$ cat config.mk
export PLATFORM = sky130hd
export DESIGN_NAME = jt900h_memctl_flat
export DESIGN_NICKNAME = d
export VERILOG_FILES = /design/src/rtl/jt900h_memctl_if.sv /design/src/rtl/jt900h_memctl.sv /design/src/flat_wrapper.sv
export SDC_FILE = /design/constraint.sdc
export NUM_CORES = 1
export LEC_CHECK = 0
export ABC_AREA = 1
export CORE_UTILIZATION = 55
export DETAILED_ROUTE_END_ITERATION = 16
export GPL_TIMING_DRIVEN = 1
export PLACE_DENSITY = 0.83
export SLEW_MARGIN = 20
export SYNTH_ARGS = -nofsm -noshare
export SYNTH_HDL_FRONTEND = slang
export SYNTH_SLANG_ARGS = --single-unit
$ cat constraint.sdc
create_clock -name clk -period 3.6 [get_ports clk]
set_input_delay 1.08 -clock clk [delete_from_list [all_inputs] [get_ports clk]]
set_output_delay 1.08 -clock clk [all_outputs]
set_load 0.02 [all_outputs]
$ cat src/rtl/jt900h_memctl_if.sv
// Bus bundle between the jt900h core load/store port, this controller and 16-bit external memory.
// master = core + memory side, slave = the memory controller.
interface jt900h_memctl_if #(
  parameter int AW = 24
);
  logic          cen;
  logic          cpu_req;
  logic          cpu_we;
  logic [1:0]    cpu_size;
  logic [AW-1:0] cpu_addr;
  logic [31:0]   cpu_wdata;
  logic          busy;
  logic          cpu_ack;
  logic          cpu_err;
  logic [31:0]   cpu_rdata;
  logic [AW-1:0] ram_addr;
  logic [15:0]   ram_din;
  logic [15:0]   ram_dout;
  logic [1:0]    ram_we;
  logic          ram_rdy;

  modport master (
    output cen, cpu_req, cpu_we, cpu_size, cpu_addr, cpu_wdata, ram_dout, ram_rdy,
    input  busy, cpu_ack, cpu_err, cpu_rdata, ram_addr, ram_din, ram_we
  );

  modport slave (
    input  cen, cpu_req, cpu_we, cpu_size, cpu_addr, cpu_wdata, ram_dout, ram_rdy,
    output busy, cpu_ack, cpu_err, cpu_rdata, ram_addr, ram_din, ram_we
  );
endinterface

$ cat src/rtl/jt900h_memctl.sv
// Splits byte/word/long CPU accesses at any alignment into 1-3 little-endian 16-bit beats,
// reassembles read data and aborts beats stalled on ram_rdy via a watchdog.
module jt900h_memctl #(
  parameter int AW   = 24,
  parameter int TOUT = 255
) (
  input logic          clk,
  input logic          rst_n,
  jt900h_memctl_if.slave bus
);
  localparam int TW = (TOUT > 1) ? $clog2(TOUT) : 1;

  typedef enum logic [1:0] {IDLE, BEAT, ACK} state_t;

  state_t        st;
  logic [AW-1:0] addr_q;
  logic [1:0]    size_q;
  logic          we_q;
  logic [31:0]   wdata_q;
  logic [1:0]    k;
  logic [1:0]    lane_q;
  logic [TW-1:0] wd;
  logic [47:0]   acc;

  logic [AW-1:0] s_addr, b_addr;
  logic [1:0]    s_size, s_k, s_n, n_q, b_we;
  logic [31:0]   s_wdata, rd32;
  logic          s_odd, last, abort;
  logic [47:0]   s_sh, acc_n;
  logic [15:0]   b_din;

  function automatic logic [1:0] nbeats(input logic [1:0] size, input logic odd);
    if (size == 2'd0)      return 2'd1;
    else if (size == 2'd1) return odd ? 2'd2 : 2'd1;
    else                   return odd ? 2'd3 : 2'd2;
  endfunction

  // Plan for the beat about to start: the first one from the live request in IDLE,
  // otherwise the one after the current beat from the latched request.
  always_comb begin
    if (st == IDLE) begin
      s_addr  = bus.cpu_addr;
      s_size  = bus.cpu_size;
      s_wdata = bus.cpu_wdata;
      s_k     = 2'd0;
    end else begin
      s_addr  = addr_q;
      s_size  = size_q;
      s_wdata = wdata_q;
      s_k     = k + 2'd1;
    end
    s_odd  = s_addr[0];
    s_n    = nbeats(s_size, s_odd);
    b_addr = {s_addr[AW-1:1], 1'b0} + {{(AW-3){1'b0}}, s_k, 1'b0};
    s_sh   = s_odd ? {8'h00, s_wdata, 8'h00} : {16'h0000, s_wdata};
    case (s_k)
      2'd0:    b_din = s_sh[15:0];
      2'd1:    b_din = s_sh[31:16];
      default: b_din = s_sh[47:32];
    endcase
    if (!s_odd)                 b_we = (s_size == 2'd0) ? 2'b01 : 2'b11;
    else if (s_k == 2'd0)       b_we = 2'b10;
    else if (s_k == s_n - 2'd1) b_we = 2'b01;
    else                        b_we = 2'b11;

    n_q   = nbeats(size_q, addr_q[0]);
    last  = (k == n_q - 2'd1);
    abort = (TOUT != 0) && !bus.ram_rdy && (wd == TW'(TOUT - 1));

    acc_n = acc;
    case (k)
      2'd0:    acc_n[15:0]  = bus.ram_dout;
      2'd1:    acc_n[31:16] = bus.ram_dout;
      default: acc_n[47:32] = bus.ram_dout;
    endcase
    rd32 = addr_q[0] ? acc_n[39:8] : acc_n[31:0];
    case (size_q)
      2'd0:    rd32 = {24'h000000, rd32[7:0]};
      2'd1:    rd32 = {16'h0000, rd32[15:0]};
      default: rd32 = rd32;
    endcase
  end

  // Lanes only reach memory on enabled edges of a live beat.
  assign bus.ram_we = (st == BEAT && bus.cen) ? lane_q : 2'b00;

  always_ff @(posedge clk or negedge rst_n) begin
    if (!rst_n) begin
      st            <= IDLE;
      addr_q        <= '0;
      size_q        <= 2'd0;
      we_q          <= 1'b0;
      wdata_q       <= 32'd0;
      k             <= 2'd0;
      lane_q        <= 2'b00;
      wd            <= '0;
      acc           <= 48'd0;
      bus.busy      <= 1'b0;
      bus.cpu_ack   <= 1'b0;
      bus.cpu_err   <= 1'b0;
      bus.cpu_rdata <= 32'd0;
      bus.ram_addr  <= '0;
      bus.ram_din   <= 16'd0;
    end else if (bus.cen) begin
      case (st)
        IDLE: if (bus.cpu_req) begin
          st           <= BEAT;
          addr_q       <= bus.cpu_addr;
          size_q       <= bus.cpu_size;
          we_q         <= bus.cpu_we;
          wdata_q      <= bus.cpu_wdata;
          k            <= 2'd0;
          wd           <= '0;
          acc          <= 48'd0;
          bus.busy     <= 1'b1;
          bus.ram_addr <= b_addr;
          bus.ram_din  <= b_din;
          lane_q       <= bus.cpu_we ? b_we : 2'b00;
        end
        BEAT: begin
          if (bus.ram_rdy) begin
            acc <= acc_n;
            if (last) begin
              st            <= ACK;
              bus.cpu_ack   <= 1'b1;
              bus.cpu_err   <= 1'b0;
              bus.cpu_rdata <= we_q ? 32'd0 : rd32;
            end else begin
              k            <= s_k;
              wd           <= '0;
              bus.ram_addr <= b_addr;
              bus.ram_din  <= b_din;
              lane_q       <= we_q ? b_we : 2'b00;
            end
          end else if (abort) begin
            st            <= ACK;
            bus.cpu_ack   <= 1'b1;
            bus.cpu_err   <= 1'b1;
            bus.cpu_rdata <= 32'd0;
          end else begin
            wd <= wd + TW'(1);
          end
        end
        default: begin
          st          <= IDLE;
          bus.busy    <= 1'b0;
          bus.cpu_ack <= 1'b0;
          bus.cpu_err <= 1'b0;
        end
      endcase
    end
  end
endmodule
$ cat src/flat_wrapper.sv
// flat-port wrapper written by rule: the top's interface ports become plain ports
module jt900h_memctl_flat 
#(
  parameter int AW   = 24,
  parameter int TOUT = 255
)
  (clk, rst_n, bus_cen, bus_cpu_req, bus_cpu_we, bus_cpu_size, bus_cpu_addr, bus_cpu_wdata, bus_ram_dout, bus_ram_rdy, bus_busy, bus_cpu_ack, bus_cpu_err, bus_cpu_rdata, bus_ram_addr, bus_ram_din, bus_ram_we);
  jt900h_memctl_if #(.AW(AW)) bus_i ();
  input logic clk;
  input logic rst_n;
  input wire logic [$bits(bus_i.cen)-1:0] bus_cen;
  input wire logic [$bits(bus_i.cpu_req)-1:0] bus_cpu_req;
  input wire logic [$bits(bus_i.cpu_we)-1:0] bus_cpu_we;
  input wire logic [$bits(bus_i.cpu_size)-1:0] bus_cpu_size;
  input wire logic [$bits(bus_i.cpu_addr)-1:0] bus_cpu_addr;
  input wire logic [$bits(bus_i.cpu_wdata)-1:0] bus_cpu_wdata;
  input wire logic [$bits(bus_i.ram_dout)-1:0] bus_ram_dout;
  input wire logic [$bits(bus_i.ram_rdy)-1:0] bus_ram_rdy;
  output wire logic [$bits(bus_i.busy)-1:0] bus_busy;
  output wire logic [$bits(bus_i.cpu_ack)-1:0] bus_cpu_ack;
  output wire logic [$bits(bus_i.cpu_err)-1:0] bus_cpu_err;
  output wire logic [$bits(bus_i.cpu_rdata)-1:0] bus_cpu_rdata;
  output wire logic [$bits(bus_i.ram_addr)-1:0] bus_ram_addr;
  output wire logic [$bits(bus_i.ram_din)-1:0] bus_ram_din;
  output wire logic [$bits(bus_i.ram_we)-1:0] bus_ram_we;
  assign bus_i.cen = bus_cen;
  assign bus_i.cpu_req = bus_cpu_req;
  assign bus_i.cpu_we = bus_cpu_we;
  assign bus_i.cpu_size = bus_cpu_size;
  assign bus_i.cpu_addr = bus_cpu_addr;
  assign bus_i.cpu_wdata = bus_cpu_wdata;
  assign bus_i.ram_dout = bus_ram_dout;
  assign bus_i.ram_rdy = bus_ram_rdy;
  assign bus_busy = bus_i.busy;
  assign bus_cpu_ack = bus_i.cpu_ack;
  assign bus_cpu_err = bus_i.cpu_err;
  assign bus_cpu_rdata = bus_i.cpu_rdata;
  assign bus_ram_addr = bus_i.ram_addr;
  assign bus_ram_din = bus_i.ram_din;
  assign bus_ram_we = bus_i.ram_we;
  jt900h_memctl #(.AW(AW), .TOUT(TOUT)) u_core (.clk(clk), .rst_n(rst_n), .bus(bus_i));
endmodule
## Word level (Yosys, flattened, before mapping)

Cells that the tools add are included.

- Logic and storage cells: 125
- Output and inout bits: 77
- Register bits after elaboration: 188
- Bits of input ports: 80

- Eq/ne operators: 16
- Add/subtract/negate cells: 5
- Reduce and logical (&&, ||, !) cells: 19
- Muxes and demuxes: 68
- Bitwise logic cells: 2

Operator list:

| kind | number |
|---|---|
| two-way mux 32 bit | 6 |
| two-way mux 40 bit | 3 |
| two-way mux 24 bit | 4 |
| two-way mux 16 bit | 5 |
| one-hot mux 40 bit (2 select lines) | 1 |
| one-hot mux 16 bit (2 select lines) | 2 |
| one-hot mux 32 bit (2 select lines) | 1 |
| two-way mux 2 bit | 25 |
| one-hot mux 24 bit (2 select lines) | 1 |
| two-way mux 8 bit | 5 |
| adder 24 x 3 -> 24 bit | 1 |
| one-hot mux 8 bit (2 select lines) | 1 |
| AND reduction 4 bit | 4 |
| one-hot mux 2 bit (2 select lines) | 3 |
| == test 2 x 1 -> 1 bit, second input constant | 5 |
| zero test 2 bit | 5 |
| AND reduction 5 bit | 2 |
| adder 8 x 1 -> 8 bit, second input constant | 1 |
| == test 8 bit, second input constant | 1 |
| two-way mux 1 bit | 8 |
| inequality test 2 bit, second input constant | 3 |
| inequality test 3 x 2 -> 1 bit, second input constant | 2 |
| inequality test 3 bit, second input constant | 2 |
| one-hot mux 1 bit (2 select lines) | 3 |
| other kinds (10) | 16 |

## Logic depth before layout (Yosys ltp)

Gate-level depths: netlist (run 1).

- Depth in word-level cells: 14
- Mapped depth: 17

## Worst setup path after synthesis (run 1)

Ideal clock, no wire load.

- Kind: flip-flop to flip-flop
- Start point: register u_core.st[1]
- End point: register u_core.bus.ram_addr[17]
- Library setup time: 0.117 ns
- Path slack: 0.865 ns
- Stages on the path, launching flop included: 18
- Period minus slack after synthesis: 2.735 ns
- Arrival: 2.618 ns
- Cell sequence: dfrtp_1 nor2_4 buf_6 buf_6 clkbuf_1 nand2_1 o21ai_0 ha_1 inv_1 fa_1 nor2_2 nand3_2 nor2_2 nand2_1 nand2_1 nand2_1 nand2_1 nand2_1

- Word-level cells in the longest chain between the ends: 6

Ends and longest elaborated chain:

| item | RTL line | text |
|---|---|---|
| from (decl) | jt900h_memctl.sv:15 | `state_t st;` |
| from (signal assigned) | jt900h_memctl.sv:89 | `st <= IDLE;` |
| from (signal assigned) | jt900h_memctl.sv:107 | `st <= BEAT;` |
| from (signal assigned) | jt900h_memctl.sv:124 | `st <= ACK;` |
| zero test 2 bit | jt900h_memctl.sv:41, jt900h_memctl.sv:105 |  |
| two-way mux 24 bit or two-way mux 2 bit (tied branches) | jt900h_memctl.sv:41 | `if (st == IDLE) begin` |
| adder 24 x 3 -> 24 bit | jt900h_memctl.sv:54 | `b_addr = {s_addr[AW-1:1], 1'b0} + {{(AW-3){1'b0}}, s_k, 1'b0};` |
| two-way mux 24 bit | jt900h_memctl.sv:123 | `if (last) begin` |
| two-way mux 24 bit | jt900h_memctl.sv:121 | `if (bus.ram_rdy) begin` |
| one-hot mux 24 bit (2 select lines) | jt900h_memctl.sv:105 | `case (st)` |
| to (signal assigned) | jt900h_memctl.sv:116 | `bus.ram_addr <= b_addr;` |
| to (signal assigned) | jt900h_memctl.sv:131 | `bus.ram_addr <= b_addr;` |
| to (decl) | jt900h_memctl_if.sv:29 | `output busy, cpu_ack, cpu_err, cpu_rdata, ram_addr, ram_din, ram_we` |

Several ways; a longest one is shown, not always the timed one. The select of a mux whose other input is x is not followed.
A chain may end at the register's enable or synchronous reset.

## Worst setup path in the final report (run 1)

- Start point: input bus_cen
- End point: output bus_ram_we[0]

- Word-level cells in the longest chain between the ends: 2

Ends and longest elaborated chain:

| item | RTL line | text |
|---|---|---|
| from (decl) | flat_wrapper.sv:11 | `input wire logic [$bits(bus_i.cen)-1:0] bus_cen;` |
| logical AND 1 bit | jt900h_memctl.sv:85 | `assign bus.ram_we = (st == BEAT && bus.cen) ? lane_q : 2'b00;` |
| two-way mux 2 bit | jt900h_memctl.sv:85 |  |
| to (decl) | flat_wrapper.sv:25 | `output wire logic [$bits(bus_i.ram_we)-1:0] bus_ram_we;` |

No other way between the ends.

==> impl_metrics.yaml, run 1 <==
yosys:
  post_synth_instance_area_sq_um: 10400
  synth_top_cell_by_area: "dfrtp_1"
  synth.top_cell.area_share_pct: 44.8
  yosys_register_bits: 187
  synth_simple_gate_area_share_pct: 26.8
  ys.flop_type: "dfrtp_1"
  yosysMostFrequentCell: "nand2_1"
  synth_fp_nets: 1520
  synth_fa_ha_area_share_pct: 1.03
  synthDistinctLibCells: 38
  synthXorXnorAreaFrac_pct: 0.839
  async_flop_share_pct: 100
  synth-seq-area-share_pct: 44.8
  synth_top_family_by_area: "simple AND/OR/NAND/NOR gates"
  muxShareOfSynthArea_pct: 0
  yosys_warnings: 0
  synth_compound_area_share_pct: 16.8
  synth_area_leaders: "dfrtp_1 45%, nand2_1 17%, o21ai_0 10%, inv_1 5.4%, nand3_1 4.0%"
  postSynthAreaPerCell_sq_um: 7.29
  netlist_top_cells_count: "482 x nand2_1, 212 x o21ai_0, 187 x dfrtp_1"
  syn_inst: 1432
  synth_edf_count: 0
critical_path:
  setup.worst_path.start_class: "input pin"
  reg2reg_to: "u_core.bus.ram_addr[11]"
  worstSetupPathType: "input pin to primary output"
  cp-end-kind: "primary output"
  cp.arrival_ps: 2340
  rrSetupSlack_ps: 590
  r2r-start: "u_core.st[1]"
  critPathRequiredTime_ps: 2520
  critPathMaxFanout: 2
  ff2ff_path_depth: 12
pwr:
  leakagePower_nw: 5.94
  power_w: 0.0120
  p_per_area_nw_per_um2: 945
  peakVddDrop_uv: 476
layout:
  layout.cells.non_filler: 1800
  syn_to_final_growth_pct: 22.2
  fillers: 1541
  drive_gt1_share_pct: 6.90
  final_area_sq_um: 12800
  final_util_pct: 68.4
  nNetsFinal: 1640
sta:
  hold_viol: 0
  worst_slack_ps: 183
  slew_headroom_pct: 43.4
  setup_viol: 0
  min_period_ps: 3420
  drv_slew: 0
  finalClockSkew_ps: 8.36
  worst_pin_slew_ps: 849
  rsz0062_at_grt: "false"
  fmax_mhz: 293
  fin_crit_sh_pct: 94.9
run:
  cap_violations: 0
clock_tree:
  clkLatencyLatePin_ps: 440
  post_cts_buffers: 0
  cts_root_buffer: "clkbuf_16"
  cts_buffers: 17
  clockBufferDepth: 2
  clkTransAtPathRegs_ps: 70
  cts-htree-levels: 4
  cts_tree: "built"
  cts_sinks: 187
grt:
  antenna_found_initial: 1
  grt_use_total_pct: 30.1
  grt_max_degree: 82
  overflow: 0
  first_global_vias: 9242
  grt_pass1_wl_um: 46300
min_path:
  whs_path_depth: 2
  hp-class: "flop to flop"
  hold_end: "u_core.bus.cpu_ack"
  hold_start: "u_core.bus.cpu_ack"
run_status:
  status: "complete, no violations"
route:
  drc_errors: 0
  first_iter_violations: 963
  post_drt_wl_per_cell_um: 16.0
  vias: 9985
  wirelength_um: 28800
  drtPass1Iterations: 5
  antenna_left: 0
  viasPerCell: 5.55
placed_design:
  pre_cts_slack_ps: -48.7
  globalplace.congestion: 0.884
  placed_area_sq_um: 12100
  portBuffers: 155
  hpwlAfterDp_um: 20400
  dpl.cell_count: 1767
floorplan:
  die_area_sq_um: 19500
  initial_core_util_pct: 56.0
  rows: 50
  fp.dieH_um: 140
  die_x_um: 140
  core_area_sq_um: 18600
  pin_count: 157
## worst max-delay path by stage
stage | start | to | slack [ps]
floorplan | u_core.st[1] | u_core.bus.ram_addr[17] | 870
global placement | bus_cen | bus_ram_we[0] | -9
detailed placement | bus_cen | bus_ram_we[0] | -50
CTS | bus_cen | bus_ram_we[1] | 20
global route | bus_cen | bus_ram_we[0] | 180
finish | bus_cen | bus_ram_we[0] | 180
## cell usage in the layout (no fill, tap or decap), drive strengths merged, types with 12 or more instances in the layout
cell type	synthesis	layout
buf	37	24
clkbuf	40	17
clkdlybuf4s50	0	152
dfrtp	187	187
inv	159	164
nand2	499	499
nand3	87	87
nor2	68	68
o211ai	32	32
o21ai	242	242
o21bai	12	12
o22ai	20	20
## report_power, final
part / internal, W / leakage (nW) / switching [W]
Combinational: 0.00217 / 3.22 / 0.00430
Clock: 0.00118 / 0.299 / 0.000881
Sequential: 0.00304 / 2.42 / 0.000482
Total: 0.00639 / 5.94 / 0.00566
## sequential cells by signal, indices dropped and copies added, names as in the netlist
register	cells
u_core.acc	40
u_core.addr_q	24
u_core.bus.busy	1
u_core.bus.cpu_ack	1
u_core.bus.cpu_err	1
u_core.bus.cpu_rdata	32
u_core.bus.ram_addr	23
u_core.bus.ram_din	16
u_core.k	2
u_core.lane_q	2
u_core.size_q	2
u_core.st	2
u_core.wd	8
u_core.wdata_q	32
u_core.we_q	1
## final cells by class
| type | instances | area, sq um | share of cell area, % |
|---|---|---|---|
| antenna | 1 | 2.50 | 0.0196 |
| clock buffer | 17 | 425 | 3.33 |
| clock inverter | 15 | 210 | 1.65 |
| inverter | 161 | 604 | 4.74 |
| multi-input combinational | 1007 | 4770 | 37.4 |
| sequential | 187 | 4680 | 36.7 |
| tap | 234 | 293 | 2.30 |
| timing repair buffer | 178 | 1780 | 13.9 |
## through the flow
stage / setup TNS (ps) / hold slack (ps)
2_1_floorplan: 0 / 448
3_3_place_gp: -12.5 / 456
3_5_place_dp: -48.7 / 458
4_1_cts: 0 / 476
5_1_grt: 0 / 501
6_report: 0 / 470
## cells by family (layout without fill, tap and decap cells)
family	Yosys count	count (layout)
adder cells (fa/ha/maj)	8	8
XOR/XNOR	10	10
buffers and inverters	238	371
other	1	2
AND/OR/NAND/NOR	669	669
flip-flops	187	187
AO/OA/AOI/OAI	319	319
## repair_timing
| action | in CTS | in global routing |
|---|---|---|
| setup endpoints to repair | 1 | 1 |
| pin swaps | 0 | 0 |
| gates resized for setup | 1 | 1 |
| hold buffers | 0 | 0 |
## critical path, stage by stage
cell and delay (ps):
clkdlybuf4s50_1 570, nand2_1 170, nor2_1 150, dlygate4sd2_1 370
## layer usage
metal | vias up | share of wire (%) | GRT usage, %
met3 | 69 | 7.4 | 5.68
met4 | 0 | 3.4 | 14.1
met5 | - | 0 | 0
li1 | 4845 | - | -
met2 | 415 | 46 | 46.8
met1 | 4656 | 43 | 40.9
(Power assumes the default switching activity.)
==> run 2, diff against run 1 <==
--- a/config.mk
+++ b/config.mk
@@ -9,6 +9,7 @@
 export CORE_UTILIZATION = 55
 export DETAILED_ROUTE_END_ITERATION = 16
 export GPL_TIMING_DRIVEN = 1
+export HOLD_SLACK_MARGIN = 0.05
 export PLACE_DENSITY = 0.83
 export SLEW_MARGIN = 20
 export SYNTH_ARGS = -nofsm -noshare
==> results of run 2 <==
No change in the layout: final DEF, timing and power equal those of run 1.
==> RTL edit (flow settings as in run 2) <==
Reset style: synchronous (`rst_n`), changed in one clocked block.
--- a/src/rtl/jt900h_memctl.sv
+++ b/src/rtl/jt900h_memctl.sv
@@ -86,3 +86,3 @@
 
-  always_ff @(posedge clk or negedge rst_n) begin
+  always_ff @(posedge clk) begin
     if (!rst_n) begin
Function: differs if rst_n is asserted again (counterexample within 4 cycles, from zero or initial values and one cycle with rst_n low); with rst_n held inactive, the same outputs for 4 cycles.
==> RTL edit against run 2 <==
Design area decreased by 3.3%; die area decreased by 3.1%; sequential cell count unchanged; critical path depth unchanged; via count increased by 4.7%; worst setup slack improved by 280 ps; synthesized cell count increased by 7.7%; sequential share of layout area decreased by 6.3 points; clock skew increased by 3.2 ps; core utilization increased by 0.25 points; synthesized area decreased by 3.2%; wire length increased by 0.39%.
Power is not compared: it rests on default switching activity, and its combinational part moved more than twofold at a synthesized area within 25%.
==> RTL edit: results (changes against run 2) <==
layout:
  finalNetCount: 1736  # was 1,640
  drive_above_1_share_pct: 5.96  # was 6.90%
  reg_top3: "u_core.acc (40), u_core.bus.cpu_rdata (32), u_core.wdata_q (32)"  # unchanged
placed_design:
  dp_hpwl_um: 20500  # was 20,400 um
  post-place-ws_ps: 60.2  # was -48.7 ps
  port_buffers: 155  # unchanged
  post-place-cells: 1858  # was 1,767
  gp_congestion: 0.908  # was 0.884
route:
  drt_iter0_drc: 1101  # was 963
  num_vias: 10457  # was 9,985
  wl_per_cell_um: 15.3  # was 16.0 um
  wirelength_um: 28900  # was 28,800 um
  drt_pre_antenna_iters: 6  # was 5
yosys:
  synthDominantCellAreaShare_pct: 37.0  # was 44.8%
  synth.top_cells.by_count: "391 x nand2_1, 205 x o21ai_0, 192 x nor2_1"  # was 482 x nand2_1, 212 x o21ai_0, 187 x dfrtp_1
  avgSynthCellArea_sq_um: 6.56  # was 7.29 sq um
  synthesis.nets: 1630  # was 1,520
  yosysWarnings: 0  # unchanged
  ys_seq_area_share_pct: 37.0  # was 44.8%
  synthTopCellsByArea: "dfxtp_1 37%, nand2_1 15%, o21ai_0 10%, nor2_1 7.1%, a21oi_1 5.8%"  # was dfrtp_1 45%, nand2_1 17%, o21ai_0 10%, inv_1 5.4%, nand3_1 4.0%
  async_flop_share_pct: 0  # was 100%
  ys_types: 39  # was 38
grt:
  grt_pass1_wl_um: 45700  # was 46,300 um
  grt_max_degree: 72  # was 82
  grt_util_all_layers_pct: 30.9  # was 30.1%
  grt_pass1_vias: 9195  # was 9,242
  antenna_found_initial: 1  # unchanged
setup_path:
  critPathLaunch: "bus_cen"  # unchanged
  crit_path_max_fanout: 3  # was 2
  regToRegStartpoint: "u_core.st[0]"  # was u_core.st[1]
  reg2reg_slack_ps: 630  # was 590 ps
  regToRegEndpoint: "u_core.bus.ram_addr[13]"  # was u_core.bus.ram_addr[11]
  cp_slowest_stage_delay_ps: 470  # was 570 ps
  reg2reg_depth: 11  # was 12
  worst_path_max_delay_cell: "clkdlybuf4s50_1"  # unchanged
  crit_end: "bus_ram_we[0]"  # unchanged
  arrival_ps: 2060  # was 2340 ps
clocking:
  cts_made_buffers: 17  # unchanged
  post_cts_buffers: 0  # unchanged
  clk_pin_slew_worst_paths_ps: 80
  root_buffer: "clkbuf_16"  # unchanged
  clk_path_buf_depth: 2  # unchanged
  h-tree-depth: 4  # unchanged
power_and_ir_drop:
  p_leak_nw: 5.47
  vdd_drop_max_mv: 0.357
worst_hold_path:
  whs_path_depth: 2  # unchanged
  min_to: "u_core.wdata_q[5]"  # was u_core.bus.cpu_ack
  hold_class: "reg -> reg"  # unchanged
  min_from: "u_core.wdata_q[5]"  # was u_core.bus.cpu_ack
timing:
  fmax_mhz: 319  # was 293 MHz
  clock_skew_ps: 11.5  # was 8.36 ps
  slew_headroom_pct: 33.6  # was 43.4%
  whs_ps: 451  # was 470 ps
run_status:
  run_status: "finished clean"  # unchanged
## RTL edit: changes by cell type after synthesis, moves of 21 or more
cell and change:
nand2_1 -91, o211ai_1 -21, inv_1 -24, o211a_1 +27, nor2_1 +141, dfxtp_1 +187
a21oi_1 +111, dfrtp_1 -187, mux2i_1 +23, nand3_1 -31
## RTL edit: cell families after synthesis
group,after synthesis,share of synthesized area (%)
AND/OR/NAND/NOR,690,27.6
AO/OA/AOI/OAI,392,21.6
buffers and inverters,233,9.67
flip-flops,187,37.0
multiplexers,23,2.28
adder cells (fa/ha/maj),8,1.06
XOR/XNOR,8,0.693
other,1,0.0371
## RTL edit: final cells by class
type | count | area, sq um
antenna | 1 | 2.50
clock buffer | 17 | 425
clock inverter | 15 | 190
fill | 1570 | 5630
inverter | 136 | 510
multi-input combinational | 1122 | 5390
sequential | 187 | 3740
tap | 229 | 287
timing repair buffer | 184 | 1780
## RTL edit: per-layer routing
layer	wire (um)	track usage, %
met3	2180	4.67
met4	686	13.1
met1	12700	42.3
met5	0	0
met2	13300	48.3
## RTL edit: through the flow
stage | utilization [%] | area, sq um
after detailed placement | 65.2 | 11700
final | 68.7 | 12300
after global placement | 65.2 | 11700
after floorplan | - | 10100
after CTS | 68.6 | 12300
after global routing | 68.7 | 12300
## RTL edit: critical path, delay by kind of cell
kind / cells / cell delay (ps)
buf+inv: 3 / 790
simple gates: 1 / 180
## RTL edit: power breakdown
part / switching (mW) / internal [mW] / total, mW
sequential: 0.0906 / 2.24 / 2.33
clock: 0.879 / 1.11 / 1.99
combinational: 0.805 / 0.469 / 1.27
## RTL edit: repair_timing
action	4_1_cts	5_1_grt
hold endpoints to repair	0	0
gates resized for setup	0	2
endpoints found under the setup margin	0	2
